==> config.mk <==
export PLATFORM = sky130hd
export DESIGN_NAME = rom_dl_packer
export DESIGN_NICKNAME = d
export VERILOG_FILES = /design/src/rtl/rom_dl_pkg.sv /design/src/rtl/word_fifo.sv /design/src/rtl/rom_dl_packer.sv
export SDC_FILE = /design/constraint.sdc
export NUM_CORES = 1
export LEC_CHECK = 0
export BUFFER_PORTS_ARGS = -buffer_cell sky130_fd_sc_hd__buf_2
export CAP_MARGIN = 20
export CORE_MARGIN = 3
export CORE_UTILIZATION = 45
export DETAILED_ROUTE_END_ITERATION = 6
export GPL_TIMING_DRIVEN = 0
export MAX_ROUTING_LAYER = met4
export PLACE_DENSITY = 0.75
export SYNTH_ARGS = -nofsm -noshare
export SYNTH_HDL_FRONTEND = slang
export SYNTH_SLANG_ARGS = --single-unit
==> constraint.sdc <==
create_clock -name clk_sys -period 3.1 [get_ports clk_sys]
set_clock_uncertainty 0.05 [all_clocks]
set_input_delay 0.465 -clock clk_sys [delete_from_list [all_inputs] [get_ports clk_sys]]
set_output_delay 0.465 -clock clk_sys [all_outputs]
set_load 0.01 [all_outputs]
==> src/rtl/rom_dl_pkg.sv <==
// Shared types for the ROM download packer: controller states, the FIFO word
// layout and the default fill byte for an unpaired half-word.
package rom_dl_pkg;

    typedef enum logic [1:0] {
        ST_IDLE  = 2'd0,
        ST_LOAD  = 2'd1,
        ST_DRAIN = 2'd2,
        ST_DONE  = 2'd3
    } dl_state_e;

    localparam logic [7:0] PAD_BYTE_DEF = 8'hFF;

    typedef struct packed {
        logic [23:0] addr;
        logic [15:0] data;
    } word_t;

    localparam word_t WORD_ZERO = '{addr: 24'd0, data: 16'd0};

    // Big-endian packing: the even byte lands in the upper half.
    function automatic word_t make_word(input logic [23:0] addr,
                                        input logic [7:0]  hi,
                                        input logic [7:0]  lo);
        word_t w;
        w.addr = addr;
        w.data = {hi, lo};
        return w;
    endfunction

endpackage

==> src/rtl/word_fifo.sv <==
// Synchronous word FIFO; full/empty told apart by one extra pointer bit.
// A push into a full FIFO is accepted only when a pop happens in the same cycle.
module word_fifo #(
    parameter int unsigned DEPTH = 4,
    parameter int unsigned WIDTH = 40
) (
    input  logic             clk_i,
    input  logic             rst_n_i,
    input  logic             push_i,
    input  logic [WIDTH-1:0] wdata_i,
    input  logic             pop_i,
    output logic [WIDTH-1:0] rdata_o,
    output logic             full_o,
    output logic             empty_o
);
    localparam int unsigned AW = (DEPTH > 1) ? $clog2(DEPTH) : 1;
    localparam logic [AW:0] PTR_ONE  = (AW + 1)'(1);
    localparam logic [AW:0] PTR_ZERO = (AW + 1)'(0);

    logic [WIDTH-1:0] mem_q [DEPTH];
    logic [AW:0]      wr_ptr_q;
    logic [AW:0]      rd_ptr_q;
    logic             do_push_s;
    logic             do_pop_s;

    assign empty_o   = (wr_ptr_q == rd_ptr_q);
    assign full_o    = (wr_ptr_q[AW] != rd_ptr_q[AW]) &&
                       (wr_ptr_q[AW-1:0] == rd_ptr_q[AW-1:0]);
    assign do_pop_s  = pop_i & ~empty_o;
    assign do_push_s = push_i & (~full_o | do_pop_s);
    assign rdata_o   = mem_q[rd_ptr_q[AW-1:0]];

    // Pointer update; both wrap naturally through the extra MSB.
    always_ff @(posedge clk_i or negedge rst_n_i) begin
        if (!rst_n_i) begin
            wr_ptr_q <= PTR_ZERO;
            rd_ptr_q <= PTR_ZERO;
        end else begin
            wr_ptr_q <= do_push_s ? (wr_ptr_q + PTR_ONE) : wr_ptr_q;
            rd_ptr_q <= do_pop_s  ? (rd_ptr_q + PTR_ONE) : rd_ptr_q;
        end
    end

    // Storage write; contents are don't-care until a pointer covers them.
    always_ff @(posedge clk_i) begin
        if (do_push_s) begin
            mem_q[wr_ptr_q[AW-1:0]] <= wdata_i;
        end
    end

endmodule

==> src/rtl/rom_dl_packer.sv <==
// Packs the byte stream of a ROM download into big-endian 16-bit words and
// queues them as SDRAM write requests, reporting completion and lost words.
module rom_dl_packer
    import rom_dl_pkg::*;
#(
    parameter int unsigned FIFO_DEPTH = 4,
    parameter logic [7:0]  PAD_BYTE   = PAD_BYTE_DEF
) (
    input  logic        clk_sys,
    input  logic        reset_n,
    input  logic        rom_download,
    input  logic        ioctl_wr,
    input  logic [24:0] ioctl_addr,
    input  logic [7:0]  ioctl_dout,
    output logic        sdr_req,
    input  logic        sdr_ack,
    output logic [23:0] sdr_addr,
    output logic [15:0] sdr_data,
    output logic        rom_loaded,
    output logic        overflow
);
    dl_state_e   state_q;
    logic        dl_q;
    logic        pend_vld_q, pend_vld_d;
    logic [23:0] pend_addr_q, pend_addr_d;
    logic [7:0]  pend_byte_q, pend_byte_d;
    logic        skid_vld_q, skid_vld_d;
    word_t       skid_q, skid_d;
    logic        rom_loaded_q;
    logic        overflow_q;

    logic        dl_rise_s, dl_fall_s, wr_en_s;
    logic        w0_vld_s, w1_vld_s;
    word_t       w0_s, w1_s;
    logic        push_s, pop_s, extra_drop_s, drop_s, drained_s;
    word_t       push_word_s, head_s;
    logic        fifo_full_s, fifo_empty_s;

    assign dl_rise_s = rom_download & ~dl_q;
    assign dl_fall_s = ~rom_download & dl_q;
    // A write arriving in the rise cycle already belongs to the new download.
    assign wr_en_s   = ioctl_wr & rom_download & ((state_q == ST_LOAD) | dl_rise_s);

    // Pair bytes into up to two words per cycle and update the pending even byte.
    always_comb begin
        w0_vld_s    = 1'b0;
        w1_vld_s    = 1'b0;
        w0_s        = make_word(pend_addr_q, pend_byte_q, PAD_BYTE);
        w1_s        = make_word(ioctl_addr[24:1], PAD_BYTE, ioctl_dout);
        pend_vld_d  = pend_vld_q;
        pend_addr_d = pend_addr_q;
        pend_byte_d = pend_byte_q;
        if (wr_en_s) begin
            if (!ioctl_addr[0]) begin
                w0_vld_s    = pend_vld_q;
                pend_vld_d  = 1'b1;
                pend_addr_d = ioctl_addr[24:1];
                pend_byte_d = ioctl_dout;
            end else if (pend_vld_q && (pend_addr_q == ioctl_addr[24:1])) begin
                w0_vld_s   = 1'b1;
                w0_s       = make_word(pend_addr_q, pend_byte_q, ioctl_dout);
                pend_vld_d = 1'b0;
            end else if (pend_vld_q) begin
                w0_vld_s   = 1'b1;
                w1_vld_s   = 1'b1;
                pend_vld_d = 1'b0;
            end else begin
                w0_vld_s   = 1'b1;
                w0_s       = w1_s;
                pend_vld_d = 1'b0;
            end
        end else if (dl_fall_s && pend_vld_q) begin
            w0_vld_s   = 1'b1;
            pend_vld_d = 1'b0;
        end else begin
            w0_vld_s   = 1'b0;
        end
    end

    // One FIFO push per cycle; the oldest candidate goes first, the next waits in the skid.
    always_comb begin
        push_s       = 1'b0;
        push_word_s  = skid_q;
        skid_vld_d   = 1'b0;
        skid_d       = skid_q;
        extra_drop_s = 1'b0;
        if (skid_vld_q) begin
            push_s       = 1'b1;
            skid_vld_d   = w0_vld_s;
            skid_d       = w0_s;
            extra_drop_s = w1_vld_s;
        end else if (w0_vld_s) begin
            push_s      = 1'b1;
            push_word_s = w0_s;
            skid_vld_d  = w1_vld_s;
            skid_d      = w1_s;
        end else begin
            push_s      = 1'b0;
        end
    end

    assign pop_s     = sdr_ack & ~fifo_empty_s;
    assign drop_s    = extra_drop_s | (push_s & fifo_full_s & ~pop_s);
    assign drained_s = fifo_empty_s & ~skid_vld_q & ~pend_vld_q;

    word_fifo #(
        .DEPTH (FIFO_DEPTH),
        .WIDTH ($bits(word_t))
    ) u_fifo (
        .clk_i   (clk_sys),
        .rst_n_i (reset_n),
        .push_i  (push_s),
        .wdata_i (push_word_s),
        .pop_i   (pop_s),
        .rdata_o (head_s),
        .full_o  (fifo_full_s),
        .empty_o (fifo_empty_s)
    );

    // Pairing and skid registers; dl_q resets high so a level held across reset is not a rise.
    always_ff @(posedge clk_sys or negedge reset_n) begin
        if (!reset_n) begin
            dl_q        <= 1'b1;
            pend_vld_q  <= 1'b0;
            pend_addr_q <= 24'd0;
            pend_byte_q <= 8'd0;
            skid_vld_q  <= 1'b0;
            skid_q      <= WORD_ZERO;
        end else begin
            dl_q        <= rom_download;
            pend_vld_q  <= pend_vld_d;
            pend_addr_q <= pend_addr_d;
            pend_byte_q <= pend_byte_d;
            skid_vld_q  <= skid_vld_d;
            skid_q      <= skid_d;
        end
    end

    // Download controller with its sticky status flags.
    always_ff @(posedge clk_sys or negedge reset_n) begin
        if (!reset_n) begin
            state_q      <= ST_IDLE;
            rom_loaded_q <= 1'b0;
            overflow_q   <= 1'b0;
        end else begin
            if (dl_rise_s) begin
                overflow_q <= 1'b0;
            end else if (drop_s) begin
                overflow_q <= 1'b1;
            end else begin
                overflow_q <= overflow_q;
            end
            case (state_q)
                ST_IDLE: begin
                    state_q      <= dl_rise_s ? ST_LOAD : ST_IDLE;
                    rom_loaded_q <= 1'b0;
                end
                ST_LOAD: begin
                    state_q      <= dl_fall_s ? ST_DRAIN : ST_LOAD;
                    rom_loaded_q <= 1'b0;
                end
                ST_DRAIN: begin
                    if (dl_rise_s) begin
                        state_q      <= ST_LOAD;
                        rom_loaded_q <= 1'b0;
                    end else if (drained_s) begin
                        state_q      <= ST_DONE;
                        rom_loaded_q <= 1'b1;
                    end else begin
                        state_q      <= ST_DRAIN;
                        rom_loaded_q <= 1'b0;
                    end
                end
                ST_DONE: begin
                    state_q      <= dl_rise_s ? ST_LOAD : ST_DONE;
                    rom_loaded_q <= ~dl_rise_s;
                end
                default: begin
                    state_q      <= ST_IDLE;
                    rom_loaded_q <= 1'b0;
                end
            endcase
        end
    end

    assign sdr_req    = ~fifo_empty_s;
    assign sdr_addr   = fifo_empty_s ? 24'd0 : head_s.addr;
    assign sdr_data   = fifo_empty_s ? 16'd0 : head_s.data;
    assign rom_loaded = rom_loaded_q;
    assign overflow   = overflow_q;

endmodule

After elaboration in Yosys (flattened, before gate mapping)
Memory sizes are Yosys's and may differ from the RTL's.
Cells that the tools add are included.
{"block": "totals", "mem_count": 1, "ramBits": 160, "ff_bits": 85, "out_inout_bits": 43, "input_bits": 38, "word_cells": 92}
{"memory": "u_fifo.mem_q", "depth": 4, "width": 40, "read_ports": 1, "rd_ports_with_merged_regs": 0, "write_ports": 1, "line_no": "word_fifo.sv:20", "source": "logic [WIDTH-1:0] mem_q [DEPTH];"}
{"block": "classes", "n_mux": 38, "eq_ne": 7, "n_bitwise": 23, "reduce_logical": 9, "n_addsub": 2}
{"cell": "40-bit two-way mux", "count": 8}
{"cell": "24-bit equality test", "count": 1}
{"cell": "24-bit two-way mux", "count": 1}
{"cell": "1-bit two-way mux", "count": 23}
{"cell": "16-bit two-way mux", "count": 1}
{"cell": "1-bit bitwise AND", "count": 11}
{"cell": "1-bit inverter", "count": 9}
{"cell": "2-bit case mux with 4 select lines", "count": 1}
{"cell": "3-bit by 1-bit adder with 3-bit output, second input constant", "count": 2}
{"cell": "2-bit two-way mux", "count": 3}
{"cell": "2-bit nonzero test", "count": 3}
{"cell": "2-bit equality test, second input constant", "count": 2}
{"cell": "3-bit equality test", "count": 1}
{"cell": "1-bit logical AND", "count": 3}
{"cell": "1-bit bitwise OR", "count": 3}
{"cell": "1-bit case mux with 3 select lines", "count": 1}
{"cell": "2-bit by 1-bit equality test with 1-bit output, second input constant", "count": 1}
{"cell": "2-bit equality test", "count": 1}
{"cell": "2-bit zero test", "count": 1}
{"cell": "2-bit AND reduction", "count": 1}
{"cell": "2-bit OR reduction", "count": 1}
{"cell": "1-bit != test", "count": 1}

Logic depth before layout (Yosys ltp)
Gate-level depths: netlist of run 1.
{"block": "depth", "word_depth": 12, "ltp_mapped": 8, "depth_no_buf": 5}

By module
A second synthesis of run 1 with hierarchy kept.
{"block": "hier_totals", "cells_unflattened": 719, "area_unflattened_um2": 10750.3}
{"mod": "word_fifo", "instances": 1, "area_each_um2": 6218.5, "seq_area_each_um2": 4954.8, "cells_per_inst": 256}
{"mod": "rom_dl_packer", "instances": 1, "area_each_um2": 4531.8, "seq_area_each_um2": 1978.1, "cells_per_inst": 463}

Worst setup path after synthesis of run 1
OpenSTA, ideal clock, no wires.
{"block": "synth_path", "path_type": "register to register", "from": "reg dl_q", "to": "mem u_fifo.mem_q[3][0] (enable)", "arrival_time_ns": 2.485, "synth_period_minus_slack_ns": 2.937, "t_required_ns": 2.647, "n_path_buf": 1, "path_stages_with_launch": 6, "setup_slack_ns": 0.163, "setup_ns": 0.403, "path_cell_list": "dfstp_2 -> clkbuf_1 -> nand3b_1 -> and2_1 -> a21oi_1 -> and2_1"}
{"block": "synth_between", "elab_chain_cells": 10, "elab_cells_between_ends": 13, "cone_classes": "6 x mux; 6 x bitwise; 1 x reduce/logical"}
{"element": "from (decl)", "line_no": "rom_dl_packer.sv:23", "source": "logic dl_q;"}
{"element": "from (signal assigned)", "line_no": "rom_dl_packer.sv:130", "source": "dl_q <= rom_download;"}
{"element": "1-bit inverter", "line_no": "rom_dl_packer.sv:39", "source": "assign dl_rise_s = rom_download & ~dl_q;"}
{"element": "1-bit bitwise AND", "line_no": "rom_dl_packer.sv:39"}
{"element": "1-bit bitwise OR", "line_no": "rom_dl_packer.sv:42", "source": "assign wr_en_s = ioctl_wr & rom_download & ((state_q == ST_LOAD) | dl_rise_s);"}
{"element": "1-bit bitwise AND", "line_no": "rom_dl_packer.sv:42"}
{"element": "1-bit two-way mux *", "line_no": "rom_dl_packer.sv:53", "source": "if (wr_en_s) begin"}
{"element": "1-bit two-way mux *", "line_no": "rom_dl_packer.sv:92", "source": "end else if (w0_vld_s) begin"}
{"element": "1-bit two-way mux *", "line_no": "rom_dl_packer.sv:87", "source": "if (skid_vld_q) begin"}
{"element": "1-bit bitwise AND *", "line_no": "word_fifo.sv:30", "source": "assign do_push_s = push_i & (~full_o | do_pop_s);"}
{"element": "1-bit two-way mux *", "line_no": "word_fifo.sv:46", "source": "if (do_push_s) begin"}
{"element": "1-bit two-way mux (implied by the code) *", "line_no": "word_fifo.sv:47", "source": "mem_q[wr_ptr_q[AW-1:0]] <= wdata_i;"}
{"element": "to (decl)", "line_no": "word_fifo.sv:20"}
Mark *: on every way between the ends. The rest lies on a longest branch, timed or not.

Worst setup path after layout of run 1
{"block": "layout_path", "from": "reg u_fifo.rd_ptr_q[1]", "to": "out sdr_addr[10]"}
{"block": "layout_between", "elab_chain_cells": 2, "elab_cells_between_ends": 3, "cone_classes": "1 x eq/ne; 1 x mux; 1 x memory"}
{"element": "from (decl)", "line_no": "word_fifo.sv:22", "source": "logic [AW:0] rd_ptr_q;"}
{"element": "from (signal assigned)", "line_no": "word_fifo.sv:40", "source": "rd_ptr_q <= do_pop_s ? (rd_ptr_q + PTR_ONE) : rd_ptr_q;"}
{"element": "memory 4 x 40 bit / 3-bit equality test (equally long branches)"}
{"element": "24-bit two-way mux *", "line_no": "rom_dl_packer.sv:187", "source": "assign sdr_addr = fifo_empty_s ? 24'd0 : head_s.addr;"}
{"element": "to (decl)", "line_no": "rom_dl_packer.sv:17", "source": "output logic [23:0] sdr_addr,"}
Marked as above.

==> results of run 1 <==
flip-flops by register name (all words and copies together) (netlist names):
name	flops
pend_byte_q	8
skid_q	40
rom_loaded	1
overflow	1
u_fifo.wr_ptr_q	3
state_q	2
pend_addr_q	24
skid_vld_q	1
dl_q	1
u_fifo.rd_ptr_q	3
u_fifo.mem_q	160
pend_vld_q	1
per-layer routing:
| layer | global-route usage (%) | share of wire (%) | vias to the layer above |
|---|---|---|---|
| li1 | - | - | 2790 |
| met1 | 24.71 | 45 | 3128 |
| met2 | 28.51 | 48 | 147 |
| met3 | 3.096 | 4.9 | 30 |
| met4 | 4.974 | 1.9 | 0 |
| met5 | - | 0 | - |
layout by cell type (no fill, tap or decap), types with 32 or more instances in the layout:
master and count:
dfrtp_1 84, mux4_2 40, buf_2 87, and2_1 43, o22a_1 49, edfxtp_1 160, mux2_2 33, mux2i_1 32
power groups by stage:
stage / clock (mW) / sequential (mW) / combinational [mW]
floorplan: 0 / 4.61 / 2.58
global placement: 0 / 4.66 / 3.71
detailed placement: 0 / 4.68 / 3.83
CTS: 2.74 / 4.62 / 3.87
global route: 2.87 / 4.70 / 4.14
finish: 2.68 / 4.64 / 3.79
final timing paths:
check | from | end
min in group asynchronous | reset_n | skid_q[2]
max reg2reg | skid_vld_q | u_fifo.mem_q[3][35]
min reg2reg | u_fifo.wr_ptr_q[2] | u_fifo.wr_ptr_q[2]
min | ioctl_addr[5] | skid_q[20]
max | u_fifo.rd_ptr_q[1] | sdr_addr[10]
max in group asynchronous | reset_n | u_fifo.wr_ptr_q[2]
through the flow:
| step | TNS [ps] | cells |
|---|---|---|
| 6_report | 0 | 1109 |
| 3_3_place_gp | -121350 | 1055 |
| 3_5_place_dp | 0 | 1060 |
| 5_1_grt | 0 | 1108 |
| 2_1_floorplan | 0 | 662 |
| 4_1_cts | 0 | 1105 |
cells by family after synthesis:
family | Yosys count | synth area share, %
muxes | 106 | 15.14
xor gates and xnor gates | 31 | 2.562
AOI/OAI and AO/OA | 125 | 8.974
DFF | 245 | 65.43
adders and majority gates | 5 | 0.5904
buffers and inverters | 46 | 1.960
and+or+nand+nor | 104 | 5.349
repair_timing:
item                                   CTS  global route
cloned                                   0             0
buffers inserted                         0             0
setup endpoints to repair               16            71
endpoints found under the hold margin   40             0
hold buffers                             2             0
resized for setup                        5             8
area by class of cell:
| cell class | instances | area (um^2) |
|---|---|---|
| repair buffers | 87 | 530.5 |
| flip-flops and latches | 245 | 6933 |
| inverters | 5 | 18.77 |
| fillers | 1854 | 10650 |
| clock buffers | 31 | 626.9 |
| clock inverters | 12 | 91.34 |
| multi-input cells | 371 | 3465 |
| diodes | 5 | 12.51 |
| well taps | 313 | 391.6 |
| plain buffers | 40 | 198.9 |
==> impl_results.md, run 1 <==
* Layout cells sized above 1 at between 20 and 30%
* Skew-Pair Late Insertion Delay at ~530 ps
* Max Cap Violations at 0
* Critical Path Fanout Max at 10
* Global-route wire length before repair at 35.22 mm
* TritonCTS buffer count at 24
* Post-synth EDFFs at 160
* CP endpoint kind: primary output
* Worst reg2reg path depth at 6
* Synth warn at 0
* Die X at 159.5 um
* Worst hold path stage count at 2
* Area after DPL at around 12000 um^2
* Pwr dens at just over 900 nW/um^2
* P&R area growth vs syn at 15.78%
* Final #Nets at slightly above 800
* Drt total wl at ~22 mm
* Synthesized area per cell at 16.01 um^2
* GPL Wtd Cong at between 0.7 and 0.8
* Post-Synthesis Net Count at slightly above 700
* IO Pins at ~80
* Standard-cell rows at 55
* ANT nets after route at 0
* Max incr delay on CP at between 500 and 600 ps
* Worst path cell trace: clkbuf_1 > clkbuf_1 > mux4_2 > and2_1 > buf_2
* Largest net degree at the start of global routing at between 40 and 50
* Critical Path Stages at 5
* Syn Std Cell Area at between 10000 and 15000 um^2
* Fin util at between 50% and 60%
* Clk pin slew, worst setup/hold paths at roughly 60 ps
* Max VDD drop at about 0.45 mV
* Final hold viol count at 0
* Internal power at 7.637 mW
* Initial DRC count at 407
* Seq/Total Area, Yosys at about two thirds
* Dpl hpwl at around 15 mm
* Critical path class: flip-flop to primary output
* Logic pwr share at about a third
* Starting Density at a little under half
* Final Critical Period at 2915 ps
* Most used flip-flop cell after synthesis: edfxtp_1
* Worst path slowest cell: clkbuf_1
* Fin crit share at 94.02%
* Placement Setup Slack at 146.0 ps
* Sequential fraction of design power at 41.8%
* Hold Slack at 157.0 ps
* Initial antenna violation count at 4
* Design Power at roughly 11 mW
* Cells after Synth at approximately 660
* Core area at 22920 um^2
* Synth area leader: edfxtp_1
* Longest Clk Path Bufs at 3
* Leakage at ~4.4 nW
* Area share of the largest cell type after synthesis at between 40% and 50%
* Reg2Reg Setup Slack at about 270 ps
* Final instance area at between 10000 and 15000 um^2
* Count leader, synth: edfxtp_1
* Count of final max-slew check failures at 0
* Status: complete, no violations
* Setup Viol. Count Final at 0
* Synth Register Bits at between 200 and 250
* Tightest Pin Transition at 831.3 ps
* CTS tree: yes
* Arrival @ worst endpoint at around 2400 ps
* # clock sinks at about 250
* Hold Path Class: primary input to flip-flop
* Die ar. at between 20000 and 30000 um^2
* DR pass1 iterations at 5
* Buffers on Ports at 80
* DR WL/cell at around 20 um
* Fmax at 343.1 MHz
* Post-synth ARST share at a little over a third
* Avg Vias per Cell at about 5.5
* Drc violations at 0
* Psw at around 3.5 mW
* Crit path buf inv count at 3
* Part of the total power dissipated in the clock network at between 20% and 30%
* WP data required at 2580 ps
* H-tree depth at 1
* Setup crit start kind: flip-flop
* Synth area leaders: edfxtp_1 (45%), dfrtp_1 (20%), mux4_2 (8.5%)
* Synth cell types at 43
* Crit path max-delay family: buffers and inverters
* List of most frequent post-synthesis cells: edfxtp_1 (160), dfrtp_1 (84), o22a_1 (49)
* Slew headroom at between 40% and 50%
* GR Overflow Total at 0
* Vias after detailed routing at roughly 6100
* Most used cell, CP: clkbuf_1
* Final worst slack at between 150 and 200 ps
* RSZ-0062 raised after global routing: false
* Clock Root Buffer: clkbuf_16
* GRT Total Usage at a little under a fifth
* Number of global-route vias before repair at 6194
* Die Y at roughly 160 um
* Switching Share at around 31%
No activity file was read; power rests on OpenSTA's default activity.
==> inputs of run 2 (changes only) <==
- CORE_MARGIN: 3 -> 2
==> run 2 against run 1 <==
Compared with the run above:
- worst setup slack improved by 30 ps
- routed wire length increased by 0.44%
- critical path depth decreased by 1
- core utilization decreased by 0.53 points
- clock power increased by 6%
- worst hold slack improved by 8.3 ps
- first-iteration DRC count increased by 0.74%
- die area decreased by 2.5%
- via count decreased by 0.85%
- count of clock-buffer cells in the layout decreased by 4
- power increased by 1.4%
- non-clock buffer count decreased by 1
- critical path type unchanged
==> impl_results.md, run 2 (synthesized netlist as in run 1, its figures left out) <==
* Status: complete, no violations
* Core area at 23260 um^2 (+1.5%)
* Drc violations at 0 (unchanged)
* Worst path slowest cell: clkbuf_1
* Max incr delay on CP at 600 ps (+80 ps)
* Final #Nets at 816 (-0.12%)
* Max VDD drop at 0.4347 mV (-3.1%)
* Avg Vias per Cell at 5.425 (-1.3%)
* Fin crit share at 93.05% (-0.97 points)
* Layout fillers at 1908 (+2.9%)
* WP data required at 2580 ps (about the same)
* ANT nets after route at 0 (unchanged)
* Setup crit start kind: flip-flop
* Die Y at 157.5 um (-1.3%)
* IO Pins at 81 (unchanged)
* DR WL/cell at 20.22 um (about the same)
* Final instance area at 12330 um^2 (+0.50%)
* GRT Total Usage at 19.16% (+1.0 points)
* CP endpoint kind: primary output
* GPL Wtd Cong at 0.8124 (+7.8%)
* Fmax at 346.7 MHz (+1.0%)
* Final Critical Period at 2885 ps (-30.06 ps)
* Vias after detailed routing at 6043 (-0.85%)
* Die X at 157.5 um (-1.3%)
* Tightest Pin Transition at 864.0 ps (+32.71 ps)
* Post-CTS Setup Bufs at 0 (unchanged)
* Worst path cell trace: clkbuf_1 > mux4_2 > and2_1 > buf_2
* Setup Viol. Count Final at 0 (unchanged)
* Starting Density at 45.55% (-0.69 points)
* Count of final max-slew check failures at 0 (unchanged)
* H-tree depth at 1 (unchanged)
* P&R area growth vs syn at 16.35%
* Initial antenna violation count at 4 (unchanged)
* Largest net degree at the start of global routing at 61 (+33%)
* Skew-Pair Late Insertion Delay at 520 ps (about the same)
* Final hold viol count at 0 (unchanged)
* Area after DPL at 11510 um^2 (about the same)
* Setup tns final at 0 ps (unchanged)
* DR pass1 iterations at 4 (-1)
* Max reg flops at 160 (unchanged)
* Clock Root Buffer: clkbuf_16
* TritonCTS buffer count at 24 (unchanged)
* Buffers on Ports at 80 (unchanged)
* Standard-cell rows at 56 (+1.8%)
* Drt total wl at 22.52 mm (+0.44%)
* # clock sinks at 245 (unchanged)
* Most common cell after layout, fill and taps aside: edfxtp_1
* Slew headroom at 41.64% (-2.2 points)
* Multi-input gate area at 3468 um^2 (+0.11%)
* Clk pin slew, worst setup/hold paths at 60 ps (about the same)
* Sequential cell area at 6933 um^2 (unchanged)
* Leakage at 4.383 nW (+0.63%)
* Critical path class: flip-flop to primary output
* Hold Path Class: primary input to flip-flop
* Most frequent cells in the layout: edfxtp_1 (160), buf_2 (86), dfrtp_1 (84)
* Critical Path Fanout Max at 10 (unchanged)
* Max Cap Violations at 0 (unchanged)
* Die ar. at 24790 um^2 (-2.5%)
* Global-route wire length before repair at 35.03 mm (-0.55%)
* Pwr dens at 913.1 nW/um^2 (+0.87%)
* CTS tree: yes
* Number of global-route vias before repair at 6290 (+1.5%)
* Initial DRC count at 410 (+0.74%)
* Dpl hpwl at 14.98 mm (+0.62%)
* Arrival @ worst endpoint at 2370 ps (-30 ps)
* Layout cells sized above 1 at 28.45% (+0.51 points)
* RSZ-0062 raised after global routing: false
* GR Overflow Total at 0 (unchanged)
* Longest Clk Path Bufs at 3 (unchanged)
## run 2: worst paths after layout
| check | slack [ps] | startpoint | to | depth (start not counted) |
|---|---|---|---|---|
| worst min register to register | 460 | u_fifo.rd_ptr_q[2] | u_fifo.rd_ptr_q[2] | 1 |
| worst max register to register | 390 | dl_q | u_fifo.mem_q[1][8] | 6 |
| worst max-delay path | 220 | u_fifo.rd_ptr_q[1] | sdr_data[9] | 4 |
| max in group asynchronous | 1960 | reset_n | dl_q | 3 |
| min in group asynchronous | 370 | reset_n | pend_byte_q[4] | 2 |
| worst min-delay path | 170 | ioctl_addr[17] | skid_q[32] | 2 |
## run 2: stage by stage
stage,power (mW),cells,utilization [%],setup WS (ps),hold WS (ps)
floorplan,7.182,662,-,162.7,119.4
global placement,8.367,1061,48.99,-797.6,432.3
detailed placement,8.505,1066,49.48,115.7,357.8
CTS,11.37,1112,52.93,1.346,153.5
global route,11.89,1114,53.00,29.88,158.1
finish,11.26,1114,53.00,215.4,165.4
## run 2: power by group
| part | total [mW] | switching (mW) | internal, mW | leakage (nW) |
|---|---|---|---|---|
| logic | 3.76 | 1.94 | 1.82 | 1.62 |
| registers | 4.66 | 0.353 | 4.31 | 2.39 |
| clock network | 2.83 | 1.20 | 1.64 | 0.376 |
## run 2: area by class of cell
cell class / count / area share [%]
antenna: 4 / 0.08119
buffer: 39 / 1.593
clock buffer: 27 / 5.135
clock inverter: 17 / 1.137
inverter: 5 / 0.1522
multi-input combinational: 371 / 28.13
sequential: 245 / 56.23
tap: 319 / 3.237
timing repair buffer: 87 / 4.303
## run 2: layer usage
layer / wire (um) / global-route usage, % / up-vias
met2: 11250 / 31.59 / 120
met1: 9690 / 24.39 / 3113
met5: 0 / - / -
met3: 1150 / 3.634 / 30
li1: - / - / 2780
met4: 433 / 5.541 / 0
## run 2: worst max-delay path: cells and delay by family (launching register included)
family / cells / cell delay, ps
buffers and inverters: 2 / 740
and+or+nand+nor: 1 / 190
muxes: 1 / 400
DFF: 1 / 530
## run 2: timing repair
item                                   CTS  global route
hold buffers                             2             0
resized for setup                        5            10
setup endpoints to repair               19           115
pin swaps                                0             0
endpoints found under the hold margin   26             0
==> inputs of run 3 (changes only) <==
- ABC_AREA: unset -> 1
- CORE_UTILIZATION: 45 -> 49
- PLACE_DENSITY: 0.75 -> 0.8
==> run 3 against run 2 <==
Compared with the run above:
- sequential share of layout area fell by 2.8 points
- synthesized area rose by 6.0%
- final area grew 5.2%
- worst setup slack got worse by 52 ps
- global-route usage is 4.3 points higher
- register-to-register slack better by 210 ps
- combinational power up 21%
- critical path type unchanged
==> impl_results.md, run 3 <==
* DR pass1 iterations at 5 (+1)
* Critical Path Fanout Max at 10 (unchanged)
* TritonCTS buffer count at 25 (+4.2%)
* Synth area leaders: edfxtp_1 (43%), dfrtp_1 (19%), nand2_1 (11%)
* Worst r2r src: dl_q
* Seq/Total Area, Yosys at 61.72% (-3.7 points)
* Post-CTS Setup Bufs at 0 (unchanged)
* Count of final max-slew check failures at 0 (unchanged)
* Longest Clk Path Bufs at 3 (unchanged)
* Worst setup path start: u_fifo.rd_ptr_q[0]
* GRT Total Usage at 23.43% (+4.3 points)
* Die ar. at 24150 um^2 (-2.6%)
* WP data required at 2580 ps (about the same)
* Buffers on Ports at 80 (unchanged)
* Starting Density at 49.76% (+4.2 points)
* Area share of the largest cell type after synthesis at 42.78% (-2.6 points)
* Core area at 22570 um^2 (-3.0%)
* Sequential cell area at 6933 um^2 (unchanged)
* DP Cell Count at 1551 (+45%)
* Drt total wl at 27.27 mm (+21%)
* Hold Path Class: primary input to flip-flop
* Skew-Pair Late Insertion Delay at 520 ps (about the same)
* Synth area leader: edfxtp_1
* Fmax at 340.5 MHz (-1.8%)
* Final worst slack at 163.1 ps (-52.35 ps)
* Number of global-route vias before repair at 8526 (+36%)
* IO Pins at 81 (unchanged)
* Hold Slack at 45.47 ps (-119.9 ps)
* Antenna Cells at 0 (-4)
* Leakage at 5.625 nW (+28%)
* CP endpoint kind: primary output
* Max VDD drop at 0.4607 mV (+6.0%)
* P&R area growth vs syn at 15.46%
* Worst reg2reg path depth at 10 (+4)
* Max reg flops at 160 (unchanged)
* Die Y at 155.4 um (-1.3%)
* Die X at 155.4 um (-1.3%)
* Placement Setup Slack at 498.8 ps (+383.0 ps)
* Finished Layout Cells at 1597 (+43%)
* Post-synth ARST share at 34.69% (unchanged)
* GPL Wtd Cong at 0.8446 (+4.0%)
* Multi-input gate area at 3442 um^2 (-0.76%)
* Max Cap Violations at 0 (unchanged)
* Drc violations at 0 (unchanged)
* Largest net degree at the start of global routing at 47 (-23%)
* Most used flip-flop cell after synthesis: edfxtp_1
* List of most frequent post-synthesis cells: nand2_1 (343), edfxtp_1 (160), nor2_1 (148)
* Critical path class: flip-flop to primary output
* Arrival @ worst endpoint at 2420 ps (+50 ps)
* Setup crit start kind: flip-flop
* H-tree depth at 1 (unchanged)
* Cells after Synth at 1181 (+78%)
* Standard-cell rows at 55 (-1.8%)
* Synth cell types at 36 (-16%)
* Final #Nets at 1337 (+64%)
* Clk pin slew, worst setup/hold paths at 70 ps (about the same)
* Syn Std Cell Area at 11230 um^2 (+6.0%)
* Post-synth EDFFs at 160 (unchanged)
* Final hold viol count at 0 (unchanged)
* Fin crit share at 94.74% (+1.7 points)
* Status: complete, no violations
* RSZ-0062 raised after global routing: false
* Global-route wire length before repair at 43.23 mm (+23%)
* Dpl hpwl at 18.15 mm (+21%)
* Initial antenna violation count at 0 (-4)
* DR WL/cell at 17.08 um (-16%)
* Clock Root Buffer: clkbuf_16
* Most frequent cells in the layout: nand2_1 (343), edfxtp_1 (160), nor2_1 (145)
* Final Critical Period at 2937 ps (+52.35 ps)
* Slew headroom at 47.23% (+5.6 points)
* Vias after detailed routing at 8658 (+43%)
* Worst r2r dst: u_fifo.mem_q[3][35]
* Avg Vias per Cell at 5.421 (about the same)
* Setup Viol. Count Final at 0 (unchanged)
* CTS tree: yes
* Synth warn at 0 (unchanged)
* Design Power at 12.19 mW (+8.3%)
* Pwr dens at 940.1 nW/um^2 (+3.0%)
* Layout fillers at 1849 (-3.1%)
* Tightest Pin Transition at 789.7 ps (-74.33 ps)
* GR Overflow Total at 0 (unchanged)
* Worst setup endpoint: sdr_addr[16]
* Reg2Reg Setup Slack at 600 ps (+210 ps)
* Most common cell after layout, fill and taps aside: nand2_1
* Fin util at 57.46% (+4.5 points)
* ANT nets after route at 0 (unchanged)
* Synthesized area per cell at 9.511 um^2 (-41%)
* Synth Register Bits at 245 (unchanged)
* # clock sinks at 245 (unchanged)
* Post-Synthesis Net Count at 1224 (+74%)
* Layout cells sized above 1 at 13.57% (-15 points)
* Count leader, synth: nand2_1
* Initial DRC count at 886 (+120%)
run 3: how the worst min path moves through the flow:
stage / startpoint / endpoint / slack [ps] / depth (start not counted)
final: rom_download / dl_q / 50 / 1
after floorplan: reset_n / overflow / 120 / 0
after CTS: rom_download / dl_q / 40 / 1
after detailed placement: pend_byte_q[1] / pend_byte_q[1] / 430 / 2
after global placement: pend_byte_q[5] / pend_byte_q[5] / 420 / 2
after global routing: rom_download / dl_q / 40 / 1
run 3: area by class of cell:
type	count	area share, %
sequential	245	53.46
multi-input combinational	735	26.54
clock buffer	31	5.152
timing repair buffer	86	4.071
inverter	135	3.975
buffer	66	2.817
tap	285	2.750
clock inverter	14	1.235
run 3: power by group:
group / internal (mW) / total (mW) / switching (mW)
registers: 4.31 / 4.62 / 0.305
logic: 1.56 / 4.56 / 3.00
clock network: 1.78 / 3.02 / 1.23
total: 7.65 / 12.2 / 4.54
run 3: timing repair:
item                                    in CTS  in global routing
gates resized for setup                      0                  2
endpoints found under the setup margin       0                  2
hold endpoints to repair                    39                  0
hold buffers                                 1                  0
run 3: metal layers:
metal | track usage, % | wire length [um] | vias up
met1 | 29.46 | 10950 | 4111
met5 | - | 0 | -
met3 | 3.454 | 1939 | 66
li1 | - | - | 4122
met4 | 9.830 | 958 | 0
met2 | 38.33 | 13420 | 359
run 3: worst max-delay path: stages (launching register included):
cell	delay, ps
dfrtp_1	400
buf_6	150
inv_2	180
clkbuf_1	470
nor2_1	110
o32ai_1	270
nand2_1	120
inv_1	80
buf_2	120
run 3: kinds of logic (layout without fill, tap and decap cells):
logic type,count (synthesis),after routing,synth area share (%)
compound gates,193,193,10.73
mux,1,1,0.1002
fa+ha+maj,5,5,0.5570
buf+inv,201,332,7.831
flops,245,245,61.72
simple gates,527,527,18.36
xor+xnor,9,9,0.7017
run 3: metrics by stage:
stage          TNS [ps]  area, um^2
3_5_place_dp          0       12130
5_1_grt               0       12970
6_report              0       12970
3_3_place_gp    -189260       11990
2_1_floorplan    -27270       11230
4_1_cts               0       12970
